### src/rtl/subleq_loader_pkg.sv
// Shared types for the SUBLEQ program loader: word width, loader state
// encodings and the memory-write payload seen by the downstream memory.
package subleq_loader_pkg;

    localparam int unsigned WORD_SIZE = 16;
    localparam int unsigned BYTE_W    = 8;

    typedef logic [WORD_SIZE-1:0] word_t;
    typedef logic [BYTE_W-1:0]    byte_t;

    // Loader states; encodings are stable so external decoders can rely on them.
    typedef enum logic [2:0] {
        LD_LEN_HI  = 3'd0,
        LD_LEN_LO  = 3'd1,
        LD_DATA_HI = 3'd2,
        LD_DATA_LO = 3'd3,
        LD_SUM_HI  = 3'd4,
        LD_SUM_LO  = 3'd5,
        LD_RUN     = 3'd6,
        LD_ERROR   = 3'd7
    } ld_state_e;

    typedef struct packed {
        word_t addr;
        word_t din;
    } mem_wr_t;

    // Big-endian byte pair to word.
    function automatic word_t word_of(input byte_t hi, input byte_t lo);
        return {hi, lo};
    endfunction

endpackage

### src/rtl/subleq_loader_if.sv
// Byte-stream input and memory write port of the program loader.
interface subleq_loader_if;
    import subleq_loader_pkg::*;

    byte_t in_data;
    logic  in_valid;
    logic  in_ready;
    logic  mem_we;
    word_t mem_addr;
    word_t mem_din;

    modport slave (
        input  in_data,
        input  in_valid,
        output in_ready,
        output mem_we,
        output mem_addr,
        output mem_din
    );

    modport master (
        output in_data,
        output in_valid,
        input  in_ready,
        input  mem_we,
        input  mem_addr,
        input  mem_din
    );

endinterface

### src/rtl/subleq_byte_pack.sv
// Assembles a hi/lo byte pair into a word. word_c exposes the pair while the
// low byte is on the bus; emitted words are registered with a one-cycle strobe.
module subleq_byte_pack
    import subleq_loader_pkg::*;
(
    input  logic  clk,
    input  logic  areset,
    input  byte_t byte_in,
    input  logic  hi_en,
    input  logic  lo_en,
    input  logic  emit,
    output word_t word_c,
    output word_t word,
    output logic  word_valid
);

    byte_t hi_q;

    assign word_c = word_of(hi_q, byte_in);

    // Only emitted words update the registered output, so it holds the last data word.
    always_ff @(posedge clk) begin
        if (areset) begin
            hi_q       <= '0;
            word       <= '0;
            word_valid <= 1'b0;
        end else begin
            word_valid <= lo_en && emit;
            if (hi_en) begin
                hi_q <= byte_in;
            end
            if (lo_en && emit) begin
                word <= word_c;
            end
        end
    end

endmodule

### src/rtl/subleq_loader.sv
// Streams a length-prefixed, checksummed SUBLEQ image into memory, holding the
// CPU in reset until the image is written and verified.
module subleq_loader
    import subleq_loader_pkg::*;
#(
    parameter word_t ADDR_BASE = '0,
    parameter bit    CHECK_EN  = 1'b1
)
(
    input  logic            clk,
    input  logic            areset,
    subleq_loader_if.slave  bus,
    output logic            cpu_reset,
    output logic            done,
    output logic            err
);

    ld_state_e state_q;
    ld_state_e state_d;

    logic  ready_c;
    logic  xfer_c;
    logic  hi_en_c;
    logic  lo_en_c;
    logic  emit_c;
    word_t word_c;

    word_t words_left_q;
    word_t index_q;
    word_t sum_q;
    word_t addr_q;

    assign xfer_c = bus.in_valid && ready_c;

    subleq_byte_pack u_pack (
        .clk        (clk),
        .areset     (areset),
        .byte_in    (bus.in_data),
        .hi_en      (hi_en_c),
        .lo_en      (lo_en_c),
        .emit       (emit_c),
        .word_c     (word_c),
        .word       (bus.mem_din),
        .word_valid (bus.mem_we)
    );

    assign bus.in_ready = ready_c;
    assign bus.mem_addr = addr_q;

    always_ff @(posedge clk) begin
        if (areset) begin
            state_q <= LD_LEN_HI;
        end else begin
            state_q <= state_d;
        end
    end

    // Next-state and byte-steering decode; every transition needs a handshake.
    always_comb begin
        state_d = state_q;
        ready_c = 1'b0;
        hi_en_c = 1'b0;
        lo_en_c = 1'b0;
        emit_c  = 1'b0;

        case (state_q)
            LD_LEN_HI: begin
                ready_c = 1'b1;
                hi_en_c = xfer_c;
                if (xfer_c) state_d = LD_LEN_LO;
            end
            LD_LEN_LO: begin
                ready_c = 1'b1;
                lo_en_c = xfer_c;
                if (xfer_c) state_d = (word_c == '0) ? LD_SUM_HI : LD_DATA_HI;
            end
            LD_DATA_HI: begin
                ready_c = 1'b1;
                hi_en_c = xfer_c;
                if (xfer_c) state_d = LD_DATA_LO;
            end
            LD_DATA_LO: begin
                ready_c = 1'b1;
                lo_en_c = xfer_c;
                emit_c  = 1'b1;
                if (xfer_c) state_d = (words_left_q == WORD_SIZE'(1)) ? LD_SUM_HI : LD_DATA_HI;
            end
            LD_SUM_HI: begin
                ready_c = 1'b1;
                hi_en_c = xfer_c;
                if (xfer_c) state_d = LD_SUM_LO;
            end
            LD_SUM_LO: begin
                ready_c = 1'b1;
                lo_en_c = xfer_c;
                if (xfer_c) state_d = ((word_c == sum_q) || !CHECK_EN) ? LD_RUN : LD_ERROR;
            end
            LD_RUN: begin
                state_d = LD_RUN;
            end
            LD_ERROR: begin
                state_d = LD_ERROR;
            end
        endcase
    end

    // Counters, running checksum, write address and CPU control flags.
    always_ff @(posedge clk) begin
        if (areset) begin
            words_left_q <= '0;
            index_q      <= '0;
            sum_q        <= '0;
            addr_q       <= '0;
            cpu_reset    <= 1'b1;
            done         <= 1'b0;
            err          <= 1'b0;
        end else begin
            if (lo_en_c && (state_q == LD_LEN_LO)) begin
                words_left_q <= word_c;
            end
            if (lo_en_c && (state_q == LD_DATA_LO)) begin
                words_left_q <= words_left_q - WORD_SIZE'(1);
                index_q      <= index_q + WORD_SIZE'(1);
                sum_q        <= sum_q + word_c;
                addr_q       <= ADDR_BASE + index_q;
            end
            cpu_reset <= (state_d != LD_RUN);
            done      <= (state_d == LD_RUN);
            err       <= (state_d == LD_ERROR);
        end
    end

endmodule

### src/flat_wrapper.sv
// flat-port wrapper written by rule: the top's interface ports become plain ports
module subleq_loader_flat import subleq_loader_pkg::*;
#(
    parameter word_t ADDR_BASE = '0,
    parameter bit    CHECK_EN  = 1'b1
)
  (clk, areset, cpu_reset, done, err, bus_in_data, bus_in_valid, bus_in_ready, bus_mem_we, bus_mem_addr, bus_mem_din);
  subleq_loader_if bus_i ();
  input  logic clk;
  input  logic areset;
  output logic cpu_reset;
  output logic done;
  output logic err;
  input wire logic [$bits(bus_i.in_data)-1:0] bus_in_data;
  input wire logic [$bits(bus_i.in_valid)-1:0] bus_in_valid;
  output wire logic [$bits(bus_i.in_ready)-1:0] bus_in_ready;
  output wire logic [$bits(bus_i.mem_we)-1:0] bus_mem_we;
  output wire logic [$bits(bus_i.mem_addr)-1:0] bus_mem_addr;
  output wire logic [$bits(bus_i.mem_din)-1:0] bus_mem_din;
  assign bus_i.in_data = bus_in_data;
  assign bus_i.in_valid = bus_in_valid;
  assign bus_in_ready = bus_i.in_ready;
  assign bus_mem_we = bus_i.mem_we;
  assign bus_mem_addr = bus_i.mem_addr;
  assign bus_mem_din = bus_i.mem_din;
  subleq_loader #(.ADDR_BASE(ADDR_BASE), .CHECK_EN(CHECK_EN)) u_core (.clk(clk), .areset(areset), .bus(bus_i), .cpu_reset(cpu_reset), .done(done), .err(err));
endmodule
### config.mk
export PLATFORM = sky130hd
export DESIGN_NAME = subleq_loader_flat
export DESIGN_NICKNAME = d
export VERILOG_FILES = /design/src/rtl/subleq_loader_pkg.sv /design/src/rtl/subleq_loader_if.sv /design/src/rtl/subleq_byte_pack.sv /design/src/rtl/subleq_loader.sv /design/src/flat_wrapper.sv
export SDC_FILE = /design/constraint.sdc
export NUM_CORES = 1
export LEC_CHECK = 0
export CORE_UTILIZATION = 40
export DETAILED_ROUTE_END_ITERATION = 10
export PLACE_DENSITY = 0.69
export SETUP_SLACK_MARGIN = 0.02
export SLEW_MARGIN = 20
export SYNTH_ARGS = -nofsm -noshare
export SYNTH_HDL_FRONTEND = slang
export SYNTH_SLANG_ARGS = --single-unit
### constraint.sdc
create_clock -name clk -period 3.9 [get_ports clk]
set_input_delay 0.975 -clock clk [delete_from_list [all_inputs] [get_ports clk]]
set_output_delay 0.975 -clock clk [all_outputs]
set_load 0.01 [all_outputs]
==> impl_metrics.csv, run 1 <==
group,metric,value,unit
run_status,outcome,"completed",
timing,fin_ws,0.646,ns
critical_path,worst_ep_required_time,4.13,ns
floorplan,start_util,0.410,
drt,drcViolationCount,0,
place,gp_congestion,0.920,
job,drv_cap,0,
synth,synth_area,0.00469,mm2
timing,fin_crit_sh,0.834,
synth,syn-num-nets,621,
timing,drv_slew,0,
place,hpwl,8.45,mm
floorplan,core,0.0114,mm2
floorplan,die_y,110,um
grt,grt_max_degree,91,
synth,synth_common_cells,"nand2_1 (116), dfxtp_1 (95), a21oi_1 (65), nor2_1 (53), clkbuf_1 (24)",
clocking,cts_hold_buf,0,
place,post_dp_cell_area,0.00529,mm2
place,place_inst,759,
synth,ys_seq_area_frac,0.406,
clocking,cts_made_buffers,9,
worst_hold_path,hold_class,"flop to flop",
drt,final_antenna_net_count,0,
critical_path,crit_slowest_cell,"clkdlybuf4s50_1",
critical_path,crit_path_cell_trace,"clkdlybuf4s50_1, ha_1, inv_1, fa_1, nor2b_1, o211ai_1, a31oi_1, o31a_1, xnor2_1, o21ai_0",
finish,num-nets-final,657,
finish,diodes,0,
drt,vias,4331,
grt,first_global_vias,4016,
critical_path,crit_type,"input pin to flop",
finish,multiInputGateArea,0.00258,mm2
clocking,post_cts_buffers,0,
synth,yosysUniqueCellTypes,59,
finish,final_layout_size_suffix_gt1_frac,0.0759,
synth,yosysMostFrequentCell,"nand2_1",
finish,nFillCells,1117,
grt,overflow,0,
synth,synthArstFlopShare,0,
timing,hold_viol,0,
synth,ys_ff_latch,95,
synth,yosysWarnings,0,
place,port_buffers,47,
finish,final_cells,775,
synth,synth-main-ff-cell,"dfxtp_1",
clocking,tritoncts,"built",
critical_path,worst-path-buf-inv,2,
floorplan,io_pins,48,
finish,seqCellArea,0.00190,mm2
floorplan,row_count,39,
grt,grt_pass1_wl,19.8,mm
clocking,clockBufferDepth,2,
power_and_ir_drop,powerDensity,380,mW/mm2
power_and_ir_drop,p_leak,2.00,nW
timing,setup_viol,0,
synth,synth.area.top_cells,"dfxtp_1 (41%), nand2_1 (9.3%), a21oi_1 (6.9%)",
drt,vias_per_cell,5.59,
grt,antenna_found_initial,0,
synth,yosys.area.top_type,"dfxtp_1",
critical_path,path_max_fanout,6,
timing,skew,0.00760,ns
grt,gr-usage-all-layers,0.211,
timing,tightest_slew,0.952,ns
finish,fin_area,0.00559,mm2
timing,fin_setup_tns,0,ns
finish,syn2layout_area_growth,19.2,%
timing,slew_headroom,0.365,
synth,synth_top_area_share,0.406,
timing,layout_min_cycle_time,3.25,ns
drt,drt-pass1-iter-count,5,
drt,routedWlPerCell,15.7,um
timing,fmax,0.307,GHz
place,post-place-ws,0.343,ns
power_and_ir_drop,fin_total_pwr,2.12,mW
synth,synth_enable_flop_cells,0,
critical_path,critPathMaxStageDelay,0.59,ns
critical_path,end_kind,"flop",
clocking,clk_latency,0.35,ns
clocking,cts.sinks,95,
floorplan,die_area,0.0122,mm2
clocking,clockRootBuffer,"clkbuf_16",
critical_path,worstPathArrival,3.48,ns
finish,fin_util,0.489,
synth,netlist_instances,591,
drt,routed_wl,12.2,mm
timing,rsz0062_at_grt,"no",
floorplan,die_x,110,um
drt,drt_iter0_markers,372,
synth,avgSynthCellArea,7.93,um2
clocking,path_clk_slew,0.08,ns
power_and_ir_drop,irDropWorstVdd,216,uV
critical_path,critical-path-top-delay-family,"compound AO/OA/AOI/OAI gates",
clocking,cts-resized-gates,0,
critical_path,crit_path_start_kind,"input pin",
clocking,h-tree-depth,3,
timing,whs,0.454,ns
==> final timing paths <==
path,from,to,slack (ns),cells past startpoint
setup / recovery,bus_in_data[0],u_core.sum_q[10]$_SDFFE_PP0P_,0.65,10
hold / removal,u_core.bus.mem_addr[7]$_SDFFE_PP0P_,u_core.bus.mem_addr[7]$_SDFFE_PP0P_,0.45,2
setup reg to reg,u_core.sum_q[0]$_SDFFE_PP0P_,u_core.sum_q[10]$_SDFFE_PP0P_,1.56,9
hold reg to reg,u_core.bus.mem_addr[7]$_SDFFE_PP0P_,u_core.bus.mem_addr[7]$_SDFFE_PP0P_,0.45,2
==> worst min-delay path: stages (launching register included) <==
cell and delay (ns):
dfxtp_1 0.31, nand2_1 0.05, a21oi_1 0.05
==> sequential cells by signal, summed over array words and instances (netlist names) <==
register / flops
u_core.index_q: 16
u_core.state_q: 3
u_core.bus.mem_addr: 16
u_core.u_pack.hi_q: 8
u_core.done: 1
u_core.sum_q: 16
u_core.err: 1
u_core.cpu_reset: 1
u_core.u_pack.word_valid: 1
u_core.u_pack.word: 16
u_core.words_left_q: 16
==> routing by layer <==
layer | global-route usage | part of all wire | vias to the layer above
met1 | 0.288 | 0.45 | 2041
met4 | 0.0611 | 0.013 | 0
met5 | 0 | 0 | -
met3 | 0.0464 | 0.072 | 14
li1 | - | - | 2133
met2 | 0.335 | 0.46 | 143
==> report_power, final <==
group	total [mW]	switching (mW)	leakage, nW	internal (mW)
clock	0.886	0.430	0.149	0.456
combinational	0.218	0.133	1.08	0.0850
sequential	1.02	0.0305	0.769	0.989
total	2.12	0.594	2.00	1.53
==> kinds of logic after synthesis <==
| group | count (synthesis) | share of synthesized area |
|---|---|---|
| buffers and inverters | 53 | 0.0432 |
| XOR/XNOR | 24 | 0.0448 |
| adder cells (fa/ha/maj) | 19 | 0.0523 |
| AND/OR/NAND/NOR | 252 | 0.256 |
| flip-flops | 95 | 0.406 |
| multiplexers | 9 | 0.0192 |
| AO/OA/AOI/OAI | 139 | 0.179 |
==> cells in the final DEF, fill, tap and decap left out, types with 3 or more instances in the layout <==
cell             instances
nor3_2                   3
a31oi_1                  5
xor2_1                  11
nor3_1                   8
a211oi_1                 9
nor2_1                  53
o2bb2ai_1                4
buf_4                   12
xnor2_1                 13
inv_1                   18
o22ai_1                  5
ha_1                    18
or2_2                    4
nand4_1                  7
clkdlybuf4s50_1         46
mux2i_1                  9
nand3_1                 16
nand2b_1                 5
clkbuf_16                9
or3_1                    3
dfxtp_1                 95
o21ai_0                 22
o211ai_1                 6
a22oi_1                  3
and2_1                   3
a21oi_1                 65
o221ai_1                 3
inv_8                    3
nand2_1                116
nor2b_1                  4
nor4_1                  12
==> layout make-up <==
class | count | area share
Multi-Input combinational cell | 443 | 0.462
Inverter | 19 | 0.0128
Timing Repair Buffer | 59 | 0.0994
Tap cell | 143 | 0.0320
Clock buffer | 9 | 0.0403
Sequential cell | 95 | 0.340
Clock inverter | 7 | 0.0130
Note: power is estimated with default switching activity, not from simulation.
==> run 2, diff against run 1 <==
==> constraint.sdc (replaced) <==
create_clock -name clk -period 3.35 [get_ports clk]
set_input_delay 0.8375 -clock clk [delete_from_list [all_inputs] [get_ports clk]]
set_output_delay 0.8375 -clock clk [all_outputs]
set_load 0.01 [all_outputs]
==> run 2 against run 1 <==
Effect of this change:
- register-to-register slack worse by 0.47 ns
- via count is 0.58% higher
- sequential power is 17% higher
- count of clock-buffer cells in the layout is 2 higher
- sequential cell count stayed put
- clock power is 9.7% higher
- sequential share of layout area is 0.084 points lower
- non-clock buffer count is 5 higher
- global-route usage is 0.48 points higher
- worst hold slack better by 0.0016 ns
- largest cell class unchanged
==> impl_metrics.csv, run 2 (synthesis results as in run 1) <==
group,metric,value,unit
clocking,clockRootBuffer,"clkbuf_16",
critical_path,worst-path-buf-inv,2,
timing,fin_crit_sh,0.873,
drt,drcViolationCount,0,
grt,grt_max_degree,91,
critical_path,reg2reg_slack,1.09,ns
critical_path,worst_ep_required_time,3.58,ns
timing,layout_min_cycle_time,2.92,ns
critical_path,worstPathArrival,3.15,ns
place,post-place-ws,0.118,ns
drt,drt_iter0_markers,374,
critical_path,path_max_fanout,4,
finish,layout_common_cells,"nand2_1 (116), dfxtp_1 (95), a21oi_1 (65)",
clocking,path_clk_slew,0.07,ns
finish,diodes,0,
drt,drt-pass1-iter-count,5,
grt,overflow,0,
timing,fmax,0.342,GHz
worst_hold_path,holdPathEnd,"u_core.bus.mem_addr[5]$_SDFFE_PP0P_",
critical_path,critPathLaunch,"bus_in_data[0]",
timing,slew_headroom,0.367,
timing,setup_viol,0,
floorplan,io_pins,48,
worst_hold_path,hp-start,"u_core.bus.mem_addr[5]$_SDFFE_PP0P_",
timing,fin_ws,0.425,ns
clocking,cts_hold_buf,0,
power_and_ir_drop,fin_total_pwr,2.42,mW
clocking,clockBufferDepth,2,
critical_path,end_kind,"flop",
timing,tightest_slew,0.949,ns
floorplan,start_util,0.410,
grt,gr-usage-all-layers,0.216,
place,post_dp_cell_area,0.00533,mm2
power_and_ir_drop,powerDensity,431,mW/mm2
run_status,outcome,"completed",
finish,fin_area,0.00560,mm2
critical_path,worst-path-stages,10,
power_and_ir_drop,p_leak,2.00,nW
timing,rsz0062_at_grt,"no",
timing,drv_slew,0,
critical_path,crit_path_cell_trace,"clkdlybuf4s50_1, ha_1, inv_1, fa_1, nor2b_1, o211ai_1, a31oi_1, o31a_1, or3_1, nand3_1",
finish,num-nets-final,662,
floorplan,row_count,39,
grt,grt_pass1_wl,20.0,mm
critical_path,reg2reg_from,"u_core.sum_q[0]$_SDFFE_PP0P_",
critical_path,crit_type,"input pin to flop",
place,gp_congestion,0.826,
critical_path,crit_path_start_kind,"input pin",
clocking,clk_latency,0.35,ns
clocking,cts-resized-gates,0,
finish,syn2layout_area_growth,19.5,%
power_and_ir_drop,irDropWorstVdd,283,uV
finish,layout_commonest_cell,"nand2_1",
critical_path,rr_endpoint,"u_core.sum_q[12]$_SDFFE_PP0P_",
place,hpwl,8.55,mm
timing,skew,0.00626,ns
clocking,post_cts_buffers,0,
clocking,h-tree-depth,3,
critical_path,crit_slowest_cell,"clkdlybuf4s50_1",
finish,final_cells,780,
floorplan,core,0.0114,mm2
worst_hold_path,hold_class,"flop to flop",
floorplan,die_area,0.0122,mm2
clocking,tritoncts,"built",
clocking,cts.sinks,95,
drt,vias_per_cell,5.58,
drt,routedWlPerCell,15.9,um
place,port_buffers,47,
grt,antenna_found_initial,0,
finish,final_layout_size_suffix_gt1_frac,0.0801,
grt,first_global_vias,4003,
place,place_inst,764,
drt,final_antenna_net_count,0,
worst_hold_path,hold_depth,2,
drt,vias,4356,
timing,hold_viol,0,
timing,fin_setup_tns,0,ns
job,drv_cap,0,
timing,whs,0.456,ns
clocking,cts_made_buffers,9,
critical_path,ff2ff_path_depth,9,
floorplan,die_y,110,um
finish,fin_util,0.491,
drt,routed_wl,12.4,mm
floorplan,die_x,110,um
critical_path,critPathMaxStageDelay,0.50,ns
critical_path,critical-path-top-delay-family,"compound AO/OA/AOI/OAI gates",
==> run 2: worst max-delay path by stage <==
stage | endpoint | slack [ns]
final | u_core.sum_q[12]$_SDFFE_PP0P_ | 0.43
after global routing | u_core.sum_q[10]$_SDFFE_PP0P_ | 0.24
after CTS | u_core.sum_q[12]$_SDFFE_PP0P_ | 0.47
after detailed placement | u_core.sum_q[12]$_SDFFE_PP0P_ | 0.12
after global placement | u_core.sum_q[10]$_SDFFE_PP0P_ | 0.16
after floorplan | u_core.sum_q[12]$_SDFFE_PP0P_ | 0.89
==> run 2: layout make-up <==
class	count	area [um2]
Clock buffer	11	233
Clock inverter	5	41.3
Fill cell	1123	5820
Inverter	19	71.3
Multi-Input combinational cell	443	2580
Sequential cell	95	1900
Tap cell	143	179
Timing Repair Buffer	64	593
==> run 2: layer usage <==
metal	GRT usage	wire (um)	up-vias
li1	-	-	2139
met1	0.295	5590	2062
met2	0.334	5640	135
met3	0.0423	898	20
met4	0.0865	248	0
met5	0	0	-
==> run 2: tightest hold or removal path, stage by stage (launching register included) <==
cell and delay [ns]:
dfxtp_1 0.31, nand2_1 0.05, a21oi_1 0.05
==> run 2: where the power goes <==
group | leakage, nW | switching (mW) | internal (mW) | total, mW
registers | 0.769 | 0.0345 | 1.15 | 1.19
logic | 1.11 | 0.156 | 0.103 | 0.259
clock network | 0.127 | 0.461 | 0.511 | 0.972
total | 2.00 | 0.652 | 1.77 | 2.42
==> run 3, diff against run 2 <==
--- a/config.mk
+++ b/config.mk
@@ -9,7 +9,7 @@
 export DETAILED_ROUTE_END_ITERATION = 10
 export PLACE_DENSITY = 0.69
 export SETUP_SLACK_MARGIN = 0.02
-export SLEW_MARGIN = 20
+export SLEW_MARGIN = 40
 export SYNTH_ARGS = -nofsm -noshare
 export SYNTH_HDL_FRONTEND = slang
 export SYNTH_SLANG_ARGS = --single-unit
==> run 3 against run 2 <==
Effect of this change:
- worst hold slack about the same
- power hardly changed
- wire length shrank 1.2%
- count of clock-buffer cells in the layout did not move
- die area unchanged
- combinational power barely moved
- clock power hardly changed
- critical path depth unchanged
- maximum frequency increased by 0.46%
- cell area about the same
==> impl_metrics.csv, run 3 (synthesis results as in run 1) <==
group,metric,value,unit
clocking,clockBufferDepth,2,
timing,slew_headroom,0.538,
drt,routedWlPerCell,15.7,um
floorplan,die_y,110,um
timing,fin_ws,0.438,ns
clocking,cts_made_buffers,9,
clocking,path_clk_slew,0.07,ns
grt,grt_max_degree,91,
finish,fin_util,0.491,
critical_path,crit_slowest_cell,"clkdlybuf4s50_1",
drt,drcViolationCount,0,
grt,grt_pass1_wl,19.8,mm
clocking,cts_hold_buf,0,
floorplan,die_area,0.0122,mm2
worst_hold_path,hold_class,"flop to flop",
drt,drt-pass1-iter-count,5,
job,drv_cap,0,
power_and_ir_drop,power_switching_share,0.269,
clocking,tritoncts,"built",
power_and_ir_drop,p_switching,650,uW
place,port_buffers,47,
critical_path,crit_path_cell_trace,"clkdlybuf4s50_1, ha_1, inv_1, fa_1, nor2b_1, o211ai_1, a31oi_1, o31a_1, or3_1, nand3_1",
timing,layout_min_cycle_time,2.91,ns
finish,fin_area,0.00561,mm2
floorplan,start_util,0.410,
drt,routed_wl,12.2,mm
place,hpwl,8.56,mm
drt,final_antenna_net_count,0,
timing,whs,0.456,ns
finish,syn2layout_area_growth,19.6,%
timing,tightest_slew,0.693,ns
clocking,cts.sinks,95,
power_and_ir_drop,seqPwrFrac,0.491,
place,gp_congestion,0.826,
finish,final_cells,780,
power_and_ir_drop,p_int,1.77,mW
critical_path,critPathMaxStageDelay,0.50,ns
place,place_inst,764,
clocking,clockRootBuffer,"clkbuf_16",
grt,antenna_found_initial,0,
finish,num-nets-final,662,
critical_path,worst_ep_required_time,3.58,ns
place,post_dp_cell_area,0.00533,mm2
floorplan,core,0.0114,mm2
finish,diodes,0,
clocking,h-tree-depth,3,
drt,vias,4346,
power_and_ir_drop,pwr-share-clk,0.402,
clocking,post_cts_buffers,0,
power_and_ir_drop,fin_total_pwr,2.42,mW
timing,setup_viol,0,
critical_path,reg2reg_slack,1.10,ns
critical_path,crit_path_start_kind,"input pin",
clocking,clk_latency,0.35,ns
floorplan,die_x,110,um
timing,fin_setup_tns,0,ns
timing,rsz0062_at_grt,"no",
timing,hold_viol,0,
power_and_ir_drop,powerDensity,431,mW/mm2
critical_path,worstPathArrival,3.14,ns
power_and_ir_drop,p_leak,2.01,nW
power_and_ir_drop,irDropWorstVdd,305,uV
critical_path,path_max_fanout,4,
grt,gr-usage-all-layers,0.213,
critical_path,crit_type,"input pin to flop",
clocking,cts-resized-gates,0,
grt,first_global_vias,4005,
timing,fin_crit_sh,0.869,
timing,drv_slew,0,
floorplan,row_count,39,
drt,drt_iter0_markers,403,
finish,layout_common_cells,"nand2_1 (116), dfxtp_1 (95), a21oi_1 (65)",
drt,vias_per_cell,5.57,
place,post-place-ws,0.120,ns
finish,final_layout_size_suffix_gt1_frac,0.0801,
floorplan,io_pins,48,
grt,overflow,0,
finish,layout_commonest_cell,"nand2_1",
run_status,outcome,"completed",
power_and_ir_drop,combPwrFrac,0.107,
timing,skew,0.00608,ns
timing,fmax,0.343,GHz
critical_path,end_kind,"flop",
run 3: worst paths after layout:
kind / from / end / cells past startpoint
worst max-delay path: bus_in_data[0] / u_core.sum_q[12]$_SDFFE_PP0P_ / 10
worst min-delay path: u_core.bus.mem_addr[5]$_SDFFE_PP0P_ / u_core.bus.mem_addr[5]$_SDFFE_PP0P_ / 2
worst max register to register: u_core.sum_q[0]$_SDFFE_PP0P_ / u_core.sum_q[12]$_SDFFE_PP0P_ / 9
worst min register to register: u_core.bus.mem_addr[5]$_SDFFE_PP0P_ / u_core.bus.mem_addr[5]$_SDFFE_PP0P_ / 2
run 3: layout make-up:
class | count | area, um2
Multi-Input combinational cell | 443 | 2580
Inverter | 19 | 71.3
Clock buffer | 11 | 233
Clock inverter | 5 | 42.5
Sequential cell | 95 | 1900
Tap cell | 143 | 179
Timing Repair Buffer | 64 | 597
Fill cell | 1096 | 5810
run 3: power by group through the flow:
stage / clock network, mW / registers, mW / logic, mW
floorplan: 0 / 1.19 / 0.188
global placement: 0 / 1.21 / 0.249
detailed placement: 0 / 1.21 / 0.256
CTS: 0.989 / 1.19 / 0.257
global route: 1.03 / 1.19 / 0.288
finish: 0.970 / 1.19 / 0.259
run 3: routing by layer:
metal	GRT usage	wire (um)	vias to the layer above	part of all wire
li1	-	-	2149	-
met1	0.293	5660	2060	0.46
met2	0.326	5560	118	0.45
met3	0.0506	811	19	0.066
met4	0.0695	199	0	0.016
met5	0	0	-	0
run 3: critical path, delay by kind of cell:
| family | cells | cell delay [ns] |
|---|---|---|
| compound gates | 3 | 0.74 |
| fa+ha+maj | 2 | 0.56 |
| buf+inv | 2 | 0.56 |
| simple gates | 3 | 0.43 |
